File: src/rtl/nn_layer_sequencer_pkg.sv
// Shared types and constants for the fully-connected layer sequencer.
// Holds the FSM state encoding, default layer geometry and a width helper.
package nn_layer_sequencer_pkg;

  typedef enum logic [2:0] {
    S_IDLE  = 3'd0,
    S_CLEAR = 3'd1,
    S_MAC   = 3'd2,
    S_DRAIN = 3'd3,
    S_ACT   = 3'd4,
    S_WRITE = 3'd5,
    S_DONE  = 3'd6
  } state_e;

  localparam int DEF_N_IN    = 4;
  localparam int DEF_N_OUT   = 4;
  localparam int DEF_MAC_LAT = 1;

  // Ceiling log2, never below 1 so a degenerate counter still has a bit.
  function automatic int clog2_min1(input int v);
    int r;
    r = 0;
    while ((1 << r) < v) r++;
    return (r < 1) ? 1 : r;
  endfunction

endpackage

File: src/rtl/nn_index_counter.sv
// Terminal-count index counter: clears, increments, and wraps to 0 after max.
// Used for the input index, the neuron index and the drain delay.
module nn_index_counter #(
  parameter int WIDTH = 2
) (
  input  logic             clk,
  input  logic             reset,
  input  logic             clr,
  input  logic             inc,
  input  logic [WIDTH-1:0] max,
  output logic [WIDTH-1:0] cnt,
  output logic             last
);

  logic [WIDTH-1:0] cnt_q;
  logic [WIDTH-1:0] cnt_d;

  assign last = (cnt_q == max);
  assign cnt  = cnt_q;

  always_comb begin
    cnt_d = cnt_q;
    if (clr) begin
      cnt_d = '0;
    end else if (inc) begin
      cnt_d = last ? '0 : cnt_q + 1'b1;
    end
  end

  always_ff @(posedge clk) begin
    if (reset) begin
      cnt_q <= '0;
    end else begin
      cnt_q <= cnt_d;
    end
  end

endmodule

File: src/rtl/nn_layer_sequencer.sv
// Sequences one fully-connected layer through the shared MAC datapath:
// per neuron it clears, streams N_IN operand addresses, drains, activates, writes.
module nn_layer_sequencer
  import nn_layer_sequencer_pkg::*;
#(
  parameter int N_IN    = DEF_N_IN,
  parameter int N_OUT   = DEF_N_OUT,
  parameter int MAC_LAT = DEF_MAC_LAT,
  parameter int IN_AW   = 2,
  parameter int W_AW    = 4,
  parameter int OUT_AW  = 2
) (
  input  logic              clk,
  input  logic              reset,
  input  logic              start,
  input  logic              abort,
  output logic              busy,
  output logic              done,
  output logic [IN_AW-1:0]  in_addr,
  output logic [W_AW-1:0]   w_addr,
  output logic              acc_clr,
  output logic              mac_en,
  output logic              act_en,
  output logic              wr_en,
  output logic [OUT_AW-1:0] wr_addr
);

  localparam int D_W   = clog2_min1(MAC_LAT + 1);
  localparam int D_MAX = (MAC_LAT > 0) ? MAC_LAT - 1 : 0;

  state_e state_q;
  state_e state_d;

  logic              i_clr, i_inc, i_last;
  logic              j_clr, j_inc, j_last;
  logic              d_clr, d_inc, d_last;
  logic [IN_AW-1:0]  i_cnt;
  logic [OUT_AW-1:0] j_cnt;
  logic [D_W-1:0]    d_cnt;

  logic [IN_AW-1:0]  in_addr_q, in_addr_d;
  logic [W_AW-1:0]   w_addr_q, w_addr_d;
  logic [W_AW-1:0]   w_addr_cur;

  nn_index_counter #(.WIDTH(IN_AW)) u_i_cnt (
    .clk   (clk),
    .reset (reset),
    .clr   (i_clr),
    .inc   (i_inc),
    .max   (IN_AW'(N_IN - 1)),
    .cnt   (i_cnt),
    .last  (i_last)
  );

  nn_index_counter #(.WIDTH(OUT_AW)) u_j_cnt (
    .clk   (clk),
    .reset (reset),
    .clr   (j_clr),
    .inc   (j_inc),
    .max   (OUT_AW'(N_OUT - 1)),
    .cnt   (j_cnt),
    .last  (j_last)
  );

  nn_index_counter #(.WIDTH(D_W)) u_d_cnt (
    .clk   (clk),
    .reset (reset),
    .clr   (d_clr),
    .inc   (d_inc),
    .max   (D_W'(D_MAX)),
    .cnt   (d_cnt),
    .last  (d_last)
  );

  always_comb begin
    state_d = state_q;
    i_clr   = 1'b0;
    i_inc   = 1'b0;
    j_clr   = 1'b0;
    j_inc   = 1'b0;
    d_clr   = 1'b0;
    d_inc   = 1'b0;
    // Abort outranks every transition but is meaningless from IDLE.
    if (abort && (state_q != S_IDLE)) begin
      state_d = S_IDLE;
      i_clr   = 1'b1;
      j_clr   = 1'b1;
      d_clr   = 1'b1;
    end else begin
      case (state_q)
        S_IDLE:  if (start) state_d = S_CLEAR;
        S_CLEAR: begin
          i_clr   = 1'b1;
          state_d = S_MAC;
        end
        S_MAC: begin
          i_inc = 1'b1;
          if (i_last) state_d = (MAC_LAT > 0) ? S_DRAIN : S_ACT;
        end
        S_DRAIN: begin
          d_inc = 1'b1;
          if (d_last) state_d = S_ACT;
        end
        S_ACT:   state_d = S_WRITE;
        S_WRITE: begin
          if (j_last) begin
            state_d = S_DONE;
          end else begin
            j_inc   = 1'b1;
            state_d = S_CLEAR;
          end
        end
        S_DONE: begin
          j_clr   = 1'b1;
          state_d = S_IDLE;
        end
        default: begin
          state_d = S_IDLE;
          i_clr   = 1'b1;
          j_clr   = 1'b1;
          d_clr   = 1'b1;
        end
      endcase
    end
  end

  always_ff @(posedge clk) begin
    if (reset) begin
      state_q <= S_IDLE;
    end else begin
      state_q <= state_d;
    end
  end

  // Addresses track the counters during MAC and freeze on their last value otherwise.
  assign w_addr_cur = W_AW'(j_cnt) * W_AW'(N_IN) + W_AW'(i_cnt);

  always_comb begin
    in_addr_d = in_addr_q;
    w_addr_d  = w_addr_q;
    if (state_q == S_MAC) begin
      in_addr_d = i_cnt;
      w_addr_d  = w_addr_cur;
    end
  end

  always_ff @(posedge clk) begin
    if (reset) begin
      in_addr_q <= '0;
      w_addr_q  <= '0;
    end else begin
      in_addr_q <= in_addr_d;
      w_addr_q  <= w_addr_d;
    end
  end

  assign in_addr = (state_q == S_MAC) ? i_cnt : in_addr_q;
  assign w_addr  = (state_q == S_MAC) ? w_addr_cur : w_addr_q;
  assign acc_clr = (state_q == S_CLEAR);
  assign mac_en  = (state_q == S_MAC);
  assign act_en  = (state_q == S_ACT);
  assign wr_en   = (state_q == S_WRITE);
  assign done    = (state_q == S_DONE);
  assign busy    = (state_q != S_IDLE);
  assign wr_addr = j_cnt;

endmodule

File: config.mk
export PLATFORM = sky130hd
export DESIGN_NAME = nn_layer_sequencer
export DESIGN_NICKNAME = d
export VERILOG_FILES = /design/src/rtl/nn_layer_sequencer_pkg.sv /design/src/rtl/nn_index_counter.sv /design/src/rtl/nn_layer_sequencer.sv
export SDC_FILE = /design/constraint.sdc
export NUM_CORES = 1
export LEC_CHECK = 0
export CELL_PAD_IN_SITES_DETAIL_PLACEMENT = 1
export CELL_PAD_IN_SITES_GLOBAL_PLACEMENT = 2
export CORE_MARGIN = 2
export CORE_UTILIZATION = 32
export DETAILED_ROUTE_END_ITERATION = 7
export DONT_BUFFER_PORTS = 1
export GPL_TIMING_DRIVEN = 0
export PLACE_DENSITY = 0.68
export RECOVER_POWER = 50
export SLEW_MARGIN = 20
export SYNTH_ARGS = -nofsm -noshare
export SYNTH_HDL_FRONTEND = slang
export SYNTH_SLANG_ARGS = --single-unit
File: constraint.sdc
create_clock -name clk -period 1.3 [get_ports clk]
set_clock_uncertainty 0.05 [all_clocks]
set_input_delay 0.13 -clock clk [delete_from_list [all_inputs] [get_ports clk]]
set_output_delay 0.13 -clock clk [all_outputs]
set_load 0.005 [all_outputs]
After elaboration in Yosys (flattened, before gate mapping). Index checks and enable logic that the tools add are counted.

Register bits after elaboration: 14.

$add $sub $neg: 4. Equal/unequal tests: 11. Muxes and demuxes: 23. Reduce and logical (&&, ||, !) cells: 11.

Operator list (number): $pmux 3 s6 (1); $mux 1 (14); $mux 3 (4); $reduce_or 6->1 (2); $eq 3x3->1 const B (3); $reduce_or 2->1 (4); $reduce_or 7->1 (1); $eq 3x2->1 const B (2); $mux 2 (3); $add 2x1->2 const B (2); $add 4x2->4 (1); $eq 2x2->1 const B (2); $mux 4 (1); $ne 2x2->1 const B (2); $eq 3x1->1 const B (1); $logic_not 3->1 (1); $reduce_and 3->1 (1); $reduce_bool 3->1 (1); $ne 2x1->1 const B (1); $add 1x1->1 const B (1); $logic_and 1x1->1 (1).

Longest topological paths before layout.
Depth after elaboration: 5. Gate-level depth with buffers: 4. Gate-level depth less buffers: 4.

Modules after synthesis. A second synthesis with hierarchy kept.

Cells, all modules: 95. Area, all modules: 850.8 µm².

By module, submodules not included: nn_layer_sequencer (instances 1, cells an instance 62, area an instance 539.3 µm², seq. area each 180.2 µm²); nn_index_counter (u_i_cnt ...) (instances 2, cells an instance 14, area an instance 127.6 µm², seq. area each 40.0 µm²); nn_index_counter (u_d_cnt) (instances 1, cells an instance 5, area an instance 56.3 µm², seq. area each 20.0 µm²).

Worst setup path after synthesis. Ideal clock, no wire load.

Kind: register to register. Start: reg u_j_cnt.cnt_q[0], in the netlist u_j_cnt.cnt[0]. End: reg u_j_cnt.cnt_q[0], in the netlist u_j_cnt.cnt[0]. Library setup time: 86 ps. Arrival time: 1276 ps. Required time: 1164 ps. Slack: -112 ps. Cell stages (with the launch flop): 4. Path buffers: 0. Clock period less this slack: 1412 ps. Cell sequence: dfxtp_1 ha_1 or4_1 a211oi_1.

Cells in the longest elaborated chain, start to end: 4.

RTL lines: from (decl) (line nn_index_counter.sv:15) `logic [WIDTH-1:0] cnt_q;`; from (signal assigned) (line nn_index_counter.sv:34) `cnt_q <= cnt_d;`; $eq 2x2->1 (line nn_index_counter.sv:18) `assign last = (cnt_q == max);`; $mux 1 (line nn_layer_sequencer.sv:106) `if (j_last) begin`; $mux 1 (line nn_layer_sequencer.sv:90) `case (state_q)`; $mux 1 (line nn_layer_sequencer.sv:84) `if (abort && (state_q != S_IDLE)) begin`.

Several ways; a longest one is shown, not always the timed one. A chain may end at the register's enable or synchronous reset.

Final worst setup path.
Start: reg state_q[2]. End: out in_addr[1].

Cells in the longest elaborated chain, start to end: 2.

RTL lines: from (decl) (line nn_layer_sequencer.sv:31) `state_e state_q;`; from (signal assigned) (line nn_layer_sequencer.sv:131) `state_q <= state_d;`; $eq 3x2->1; via mac_en (line nn_layer_sequencer.sv:22) `output logic mac_en,`; $mux 2; to (decl) (line nn_layer_sequencer.sv:19) `output logic [IN_AW-1:0] in_addr,`.

The timed path passes the listed nets, and every way through them passes these cells.

==> impl_results.md <==
* Yosys warns at 0
* Clock-pin slew on the worst setup and hold paths at around 0.08 ns
* Die W at 50.5 µm
* GRT Overall Usage at between 10% and 20%
* Final hold violations at 0
* # clock sinks at 13
* Share of layout cells above drive strength 1 at 55.3%
* CTS max path bufs at 2
* Power, Total at between 700 and 800 µW
* Setup violations, final at 20
* Post-Syn Area at 693 µm²
* Crit Path Category: flip-flop to primary output
* Multi-input logic area at between 500 and 600 µm²
* FFs w/ async S/R, synth at 0%
* H-tree Lvls at 1
* Via Count at a little under 600
* Synth top area cells: dfxtp_1, mux2_2, nor2b_1, mux2i_1, ha_1
* Die area at between 2000 and 3000 µm²
* N_diodes at 0
* Iteration-0 DRC Markers at 4
* Worst Setup End Kind: primary output
* Area taken by flip-flops and latches at 277 µm²
* MaxCap Viol Count at 0
* Largest net degree at the start of global routing at 11
* Critical-path maximum fanout at 7
* Setup TNS at -3.92 ns
* Final Max Slew Viols at 0
* Post-synth net total at 75
* DRT Wirelength at between 1500 and 2000 µm
* Hold path start: reset
* Worst r2r src: state_q[2]
* Flop2flop setup slack at -0.21 ns
* Most frequent cell after synthesis: dfxtp_1
* DRT antenna net count at 0
* Fmax at 608 MHz
* Leakage Power at around 0.42 nW
* Rows at 16
* Mean post-synth cell area at 10.0 µm²
* Final WS setup at -0.344 ns
* Pre-CTS setup slack at -0.243 ns
* Peak VDD IR at 0.000392 V
* Primary FF master, synth: dfxtp_1
* Area growth, synth to finish at 50.7%
* Core Region at between 2000 and 2500 µm²
* WHS Endpoint: u_i_cnt.cnt[1]
* Rel. slew slack at 54.2%
* Drt drc at 0
* Initial antenna violation count at 0
* Crit start category: flip-flop
* Failing checks: negative setup slack
* Vias per cell at a little over 5
* Yosys top cell by area: dfxtp_1
* CTS tree: built
* Number of flops mapped to enable cells by yosys at 0
* Hold WS at approximately 0.076 ns
* Final Core Density at a little over half
* CTS buffer count at 3
* Chip Height at roughly 51 µm
* Initial DRT Pass Iterations at 3
* R2R cell count at 3
* Clock Latency Late Sink at about 0.27 ns
* Critical path required time at around 1.1 ns
* Via count of the first global-routing pass at about 670
* WHS Path Cells at 3
* WL/cell at 16.6 µm
* PwrDens at roughly 740 nW/µm²
* Post-synth top cells: dfxtp_1, mux2_2, nor2b_1
* Library cells used by synthesis at 31
* Total I/O pin count at 18
* Worst path arrival time at ~1.5 ns
* Yosys top cell area share at 37.5%
* Hold crit path type: input pin to flip-flop
* Initial Util at 34.6%
* Setup repair after global routing missed its margin: yes
* Worst-Margin Slew at around 0.7 ns
* Remaining Overflow, GRT at 0
* R2r endpoint: in_addr_q[0]
* Number of fillers in the final layout at between 200 and 250
* Final worst path period share at 126%
* Nets at 92
* Status: finished, violations left
* Buffers on Ports at 0
* First-pass GRT wire length at between 3000 and 4000 µm
* GPL Wtd Cong at slightly below 0.7
* Synthesized flop and latch total at 13
* Seq/Total Area, Yosys at 37.5%
* Cells after Synth at 69
* Dpl hpwl at approximately 1100 µm
* Final min period at around 1.6 ns
* CTS root buf: clkbuf_4
[kinds of logic (layout without fill, tap and decap cells)]
logic type      count (synthesis)  after routing  share of synthesized area [%]
compound gates                 13             13                           15.0
xor+xnor                        1              1                           1.26
fa+ha+maj                       2              2                           3.61
buf+inv                         7             23                           4.33
flops                          13             13                           37.5
mux                             9              9                           14.1
simple gates                   24             24                           24.2
[flip-flops by register name (all words and copies together) (netlist names)]
signal and cells:
w_addr_q 4, state_q 3, in_addr_q 2, u_i_cnt.cnt 2
u_j_cnt.cnt 2
[worst max-delay path: stages, from the launching register on]
cell	delay [ns]
dfxtp_4	0.36
nor3b_4	0.47
mux2_4	0.36
[routing by layer]
layer  part of all wire, %  wire (µm)  GRT usage, %  vias to the layer above
met5                     0          0             0                        -
met1                    44        811          21.1                      281
met4                   1.5         27          10.8                        0
met2                    51        951          29.2                       13
li1                      -          -             -                      285
met3                   3.7         69          3.57                        2
[cell usage in the layout (no fill, tap or decap), drive strengths merged, types with 3 or more instances in the layout]
cell type / Yosys / final
dfxtp: 13 / 13
mux2: 6 / 6
mux2i: 3 / 3
buf: 3 / 13
nor2: 3 / 3
nor2b: 6 / 6
clkbuf: 2 / 6
nor3b: 4 / 4
nor3: 3 / 3
[layout make-up]
cell class                 count  share of cell area (%)
multi-input combinational     49                    52.2
sequential                    13                    26.5
timing repair buffer          12                    10.5
buffer                         5                    4.31
tap                           27                    3.23
clock buffer                   4                    2.51
inverter                       2                   0.719
[metrics by stage]
stage | std cells | instance area [µm²]
2_1_floorplan | 69 | 722
3_5_place_dp | 96 | 756
6_report | 112 | 1040
4_1_cts | 112 | 986
3_3_place_gp | 96 | 756
5_1_grt | 112 | 1040
[power breakdown]
part / switching, mW / internal [mW]
logic: 0.0622 / 0.0631
registers: 0.00447 / 0.396
clock network: 0.130 / 0.119
[how the worst max path moves through the flow]
stage	from	to	slack [ns]
final	state_q[2]	in_addr[1]	-0.34
after global routing	state_q[2]	in_addr[1]	-0.41
after CTS	state_q[2]	in_addr[1]	-0.38
after detailed placement	state_q[1]	in_addr_q[1]	-0.24
after global placement	state_q[1]	in_addr_q[0]	-0.23
after floorplan	state_q[1]	in_addr_q[0]	-0.1
[what timing repair did]
item | CTS | global route
setup buffers | 10 | 0
hold endpoints to repair | 2 | 0
hold buffers | 2 | 0
gates resized for setup | 26 | 15
endpoints found under the setup margin | 23 | 25
pin swaps | 6 | 0
No activity file was read; power rests on OpenSTA's default activity.
==> RTL edit 1: new RTL, config.mk and constraints unchanged <==
Register the output `in_addr`, with the module's reset; this adds one clock of latency there. The other outputs are not delayed to match.
--- a/src/rtl/nn_layer_sequencer.sv
+++ b/src/rtl/nn_layer_sequencer.sv
@@ -155,5 +155,11 @@
   end
 
-  assign in_addr = (state_q == S_MAC) ? i_cnt : in_addr_q;
+  always_ff @(posedge clk) begin
+    if (reset) begin
+      in_addr <= '0;
+    end else begin
+      in_addr <= (state_q == S_MAC) ? i_cnt : in_addr_q;
+    end
+  end
   assign w_addr  = (state_q == S_MAC) ? w_addr_cur : w_addr_q;
   assign acc_clr = (state_q == S_CLEAR);
Function: changed (a bounded check fails within 4 cycles, from zero or initial values and one cycle with reset high).
==> RTL edit 1 against the original RTL <==
- highest routed layer unchanged
- first-iteration DRC count grew 25%
- power grew 0.72%
- sequential cell count is the same
- area after synthesis shrank 1.1%
- final area shrank 3.0%
- wire length shrank 1.0%
- worst setup slack lost 0.013 ns
- global-route usage shrank 2.7 points
- the run still ends with negative setup slack left
==> RTL edit 1: results (changes against the original RTL) <==
Status
  • Status: finished, violations left
  • Failing checks: negative setup slack

Synthesis
  • Commonest cells post-synth: dfxtp_1, mux2i_1, nor2_1
  • Mapped Nets: 75 (unchanged)
  • FFs w/ async S/R, synth: 0% (unchanged)
  • Synth top area cells: dfxtp_1, mux2i_1, mux2_2, ha_1, nor2b_1
  • Post-synthesis sequential area ratio: 38.0% (+0.41 points)
  • Multiplexer share of the synthesized area: 13.9% (-0.21 points)
  • Yosys warns: 0 (unchanged)
  • Post-Synth XOR/XNOR Area: 1.28% (+0.014 points)
  • Synth Area in Adders: 3.65% (+0.040 points)
  • Area fraction in compound gates after synthesis: 15.1% (+0.16 points)

Placement
  • I/O Buffers: 0 (unchanged)
  • HPWL Detailed: 1090 microns (+0.66%)
  • Placed cell area: 754 sq um (-0.17%)
  • Gpl congestion: 0.671 (-1.7%)

Drt
  • M1 wire length: 766 microns (-5.5%)
  • WL/cell: 16.6 microns (-0.13%)
  • Top layer reached by signal wires: met4
  • DR WL met3: 68 microns (-1.4%)
  • Starting DRT DRC Count: 5 (+1)
  • Wire length on met2: 987 microns (+3.8%)
  • TritonRoute pass-1 iters: 3 (unchanged)
  • Vias per inst: 5.36 (+3.3%)

Finish
  • Nets: 91 (-1.1%)
  • Largest registers: w_addr_q (4), state_q (3)
  • Share of layout cells above drive strength 1: 48.8% (-6.5 points)
  • Number of diodes: 0 (unchanged)

GRT
  • First-pass GRT wire length: 2820 microns (-14%)
  • All-Layer GR Usage: 15.0% (-2.7 points)
  • Met2 usage: 24.8% (-4.4 points)
  • Vias in the first global route: 580 (-14%)
  • M3 GR Usage: 3.87% (+0.30 points)
  • Met1 Track Usage GR: 18.3% (-2.8 points)

Power and ir drop
  • Leak pwr: 0.402 nW (-3.8%)
  • Peak supply drop: 0.406 mV (+3.6%)

Clock network
  • Clock latency at the later pin of the worst-skew pair: 0.28 ns
  • CTS Buf Count: 3 (unchanged)
  • Root Buffer: clkbuf_4
  • Post-CTS setup buffers: 4 (-6)
  • CTS clock-pin slew for the worst setup and hold paths: 0.09 ns
  • PostCTS Resize Cnt: 18 (-31%)
  • CTS Buffer Depth: 2 (unchanged)
  • Hold-fix buffers, CTS: 2 (unchanged)

Hold path
  • Min-Delay Path Class: in2reg

Setup path
  • Crit path max fanout: 7 (unchanged)
  • Worst r2r src: state_q[0]
  • Worst Setup EP: w_addr[2]
  • RR Endpoint: w_addr_q[2]
  • Worst Path Arrival: 1.48 ns (+0.02 ns)
  • Worst R2R Setup Slack: -0.20 ns
  • Crit path from: state_q[0]
  • Worst path slowest cell: nor3b_4

Timing
  • Setup slack after layout: -0.356 ns (-0.0128 ns)
  • Slew Limit Headroom: 60.5% (+6.3 points)
  • Final setup viols: 20 (unchanged)
[RTL edit 1: cell types whose count changed after synthesis]
| cell | before | now |
|---|---|---|
| mux2_2 | 6 | 4 |
| mux2i_1 | 3 | 5 |
| nor2_1 | 3 | 5 |
| nor2b_1 | 6 | 4 |
[RTL edit 1: stage by stage]
stage                     std cells  TNS, ns  hold WS (ns)  setup WS (ns)  util (%)
after detailed placement         96    -1.85         0.155         -0.235      38.1
after floorplan                  69   -0.384         0.152        -0.0916         -
after global placement           96    -1.53         0.153         -0.201      38.1
after global routing            111    -4.63        0.0671         -0.417      51.1
after CTS                       106    -3.31        0.0664         -0.367      45.6
final                           111    -3.35        0.0599         -0.356      51.1
[RTL edit 1: worst min-delay path, cell delays in order]
cell and delay, ns:
a21o_1 0.06, a211o_1 0.12, nor2_1 0.04
[RTL edit 1: where the power goes]
group / internal (mW) / switching, mW / leakage [nW]
Clock: 0.119 / 0.144 / 0.0150
Sequential: 0.397 / 0.00676 / 0.109
Combinational: 0.0567 / 0.0577 / 0.279
[RTL edit 1: layout make-up]
cell class                      count  area [sq um]
Tap cell                           27          33.8
Buffer                              5          43.8
Timing Repair Buffer               11           103
Inverter                            2          7.51
Multi-Input combinational cell     49           523
Clock buffer                        4          26.3
Sequential cell                    13           277
Fill cell                         216           968
[RTL edit 1: how the worst min path moves through the flow]
stage,from,endpoint,slack (ns),cells after the start
after global routing,reset,u_i_cnt.cnt[0],0.07,3
final,reset,u_i_cnt.cnt[0],0.06,3
after floorplan,reset,w_addr_q[0],0.15,1
after CTS,reset,u_i_cnt.cnt[0],0.07,3
after global placement,reset,w_addr_q[0],0.15,1
after detailed placement,reset,w_addr_q[0],0.15,1
==> RTL edit 2: new RTL, same flow settings <==
Without the edit above. Set the parameter `W_AW` to 2 (it was 4).
--- a/src/rtl/nn_layer_sequencer.sv
+++ b/src/rtl/nn_layer_sequencer.sv
@@ -8,5 +8,5 @@
   parameter int MAC_LAT = DEF_MAC_LAT,
   parameter int IN_AW   = 2,
-  parameter int W_AW    = 4,
+  parameter int W_AW    = 2,
   parameter int OUT_AW  = 2
 ) (
Interface: changed (resized w_addr); port bits go from 18 to 16. The function was not compared with the original's and may differ.
==> RTL edit 2 against the original RTL <==
- the run still ends with negative setup slack left
- worst setup slack better by 0.014 ns
- wire length down 19%
- final area down 25%
- sequential cell count down 2
- first-iteration DRC count up 50%
- power down 11%
- area after synthesis down 13%
- synthesized cell count down 8.7%
==> RTL edit 2: results (changes against the original RTL) <==
GRT
  • All-Layer GR Usage: 17.3% (-0.45 points)
  • Vias in the first global route: 511 (-24%)
  • First-pass GRT wire length: 2460 microns (-24%)

Power and ir drop
  • Peak supply drop: 0.495 mV (+26%)
  • Leak pwr: 0.263 nW (-37%)

Drt
  • WL/cell: 16.0 microns (-3.5%)
  • Starting DRT DRC Count: 6 (+2)
  • TritonRoute pass-1 iters: 4 (+1)
  • Vias per inst: 5.33 (+2.7%)

Status
  • Status: finished, violations left
  • Failing checks: negative setup slack

Placement
  • Placed cell area: 654 sq um (-13%)
  • Cell count after placement: 88 (-8.3%)
  • HPWL Detailed: 970 microns (-11%)
  • Gpl congestion: 0.664 (-2.8%)
  • Post-place setup slack: -0.244 ns (-0.000834 ns)

Finish
  • Fill cells: 205 (-5.1%)
  • Max FFs per register: 3 (-1)
  • Nets: 76 (-17%)
  • Finished Layout Cells: 94 (-16%)
  • Share of layout cells above drive strength 1: 47.8% (-7.5 points)
  • Reg with most FFs: state_q

Synthesis
  • Commonest cells post-synth: dfxtp_1, mux2_2, nor2_1
  • Yosys top cell area share: 36.4% (-1.1 points)
  • Post-synthesis sequential area ratio: 36.4% (-1.1 points)
  • Synth Flop Type: dfxtp_1
  • Synth top area cells: dfxtp_1, mux2_2, ha_1, nor2b_1, a211oi_1
  • Mapped Nets: 69 (-8.0%)
  • Avg Inst Size Synth: 9.59 sq um (-4.5%)
  • Yosys cell types: 30 (-3.2%)

Timing
  • Final setup viols: 16 (-20%)
  • Fin Setup TNS: -2.68 ns (+1.24 ns)
  • Setup slack after layout: -0.329 ns (+0.0145 ns)
  • Slew Limit Headroom: 61.1% (+6.9 points)

Clock network
  • CTS Buffer Depth: 2 (unchanged)
  • CTS Buf Count: 3 (unchanged)

Setup path
  • Crit path max fanout: 6 (-1)
==> RTL edit 2: cell types whose count changed in the layout (fill, tap and decap cells not counted), moves of 3 or more <==
| cell | before | now |
|---|---|---|
| buf_4 | 6 | 2 |
| buf_6 | 6 | 2 |
| dfxtp_2 | 1 | 5 |
| dfxtp_4 | 4 | 0 |
| nor3b_4 | 4 | 1 |
==> RTL edit 2: cell families after synthesis <==
kind of cell,Yosys count,share of synthesized area (%)
simple gates,24,26.7
compound gates,12,14.9
flops,11,36.4
buf+inv,7,5.18
mux,7,12.6
fa+ha+maj,2,4.14
==> RTL edit 2: cell type report <==
| class | instances | area (sq um) | area share (%) |
|---|---|---|---|
| well taps | 25 | 31.3 | 3.97 |
| flip-flops and latches | 11 | 226 | 28.7 |
| inverters | 2 | 10.0 | 1.27 |
| plain buffers | 3 | 18.8 | 2.38 |
| clock inverters | 1 | 5.00 | 0.635 |
| multi-input cells | 45 | 433 | 54.9 |
| clock buffers | 3 | 22.5 | 2.86 |
| repair buffers | 4 | 41.3 | 5.24 |
==> RTL edit 2: path summary, 6_finish.rpt <==
path	from	end	slack, ns	depth (start not counted)
hold reg to reg	u_j_cnt.cnt[1]	u_j_cnt.cnt[1]	0.45	2
setup reg to reg	state_q[1]	u_j_cnt.cnt[1]	-0.26	4
setup / recovery	state_q[2]	w_addr[1]	-0.33	2
hold / removal	start	state_q[0]	0.22	3
==> RTL edit 2: metal layers <==
| layer | up-vias | GRT usage, % | share of wire [%] |
|---|---|---|---|
| met1 | 239 | 20.2 | 43 |
| met3 | 5 | 8.68 | 7.4 |
| met5 | - | 0 | 0 |
| met4 | 0 | 15.6 | 3.5 |
| met2 | 17 | 22.7 | 46 |
| li1 | 240 | - | - |
==> RTL edit 2: where the power goes <==
group	internal (mW)	switching (mW)
clock network	0.114	0.137
logic	0.0432	0.0521
registers	0.342	0.00486
==> RTL edit 2: critical path: stages, from the launching register on <==
cell and delay (ns):
dfxtp_2 0.35, nor3b_4 0.46, mux2_4 0.36
==> RTL edit 2: timing repair <==
item / CTS / global route
pin swaps: 4 / 2
endpoints found under the setup margin: 18 / 19
gates resized for setup: 18 / 12
buffers inserted: 1 / 3
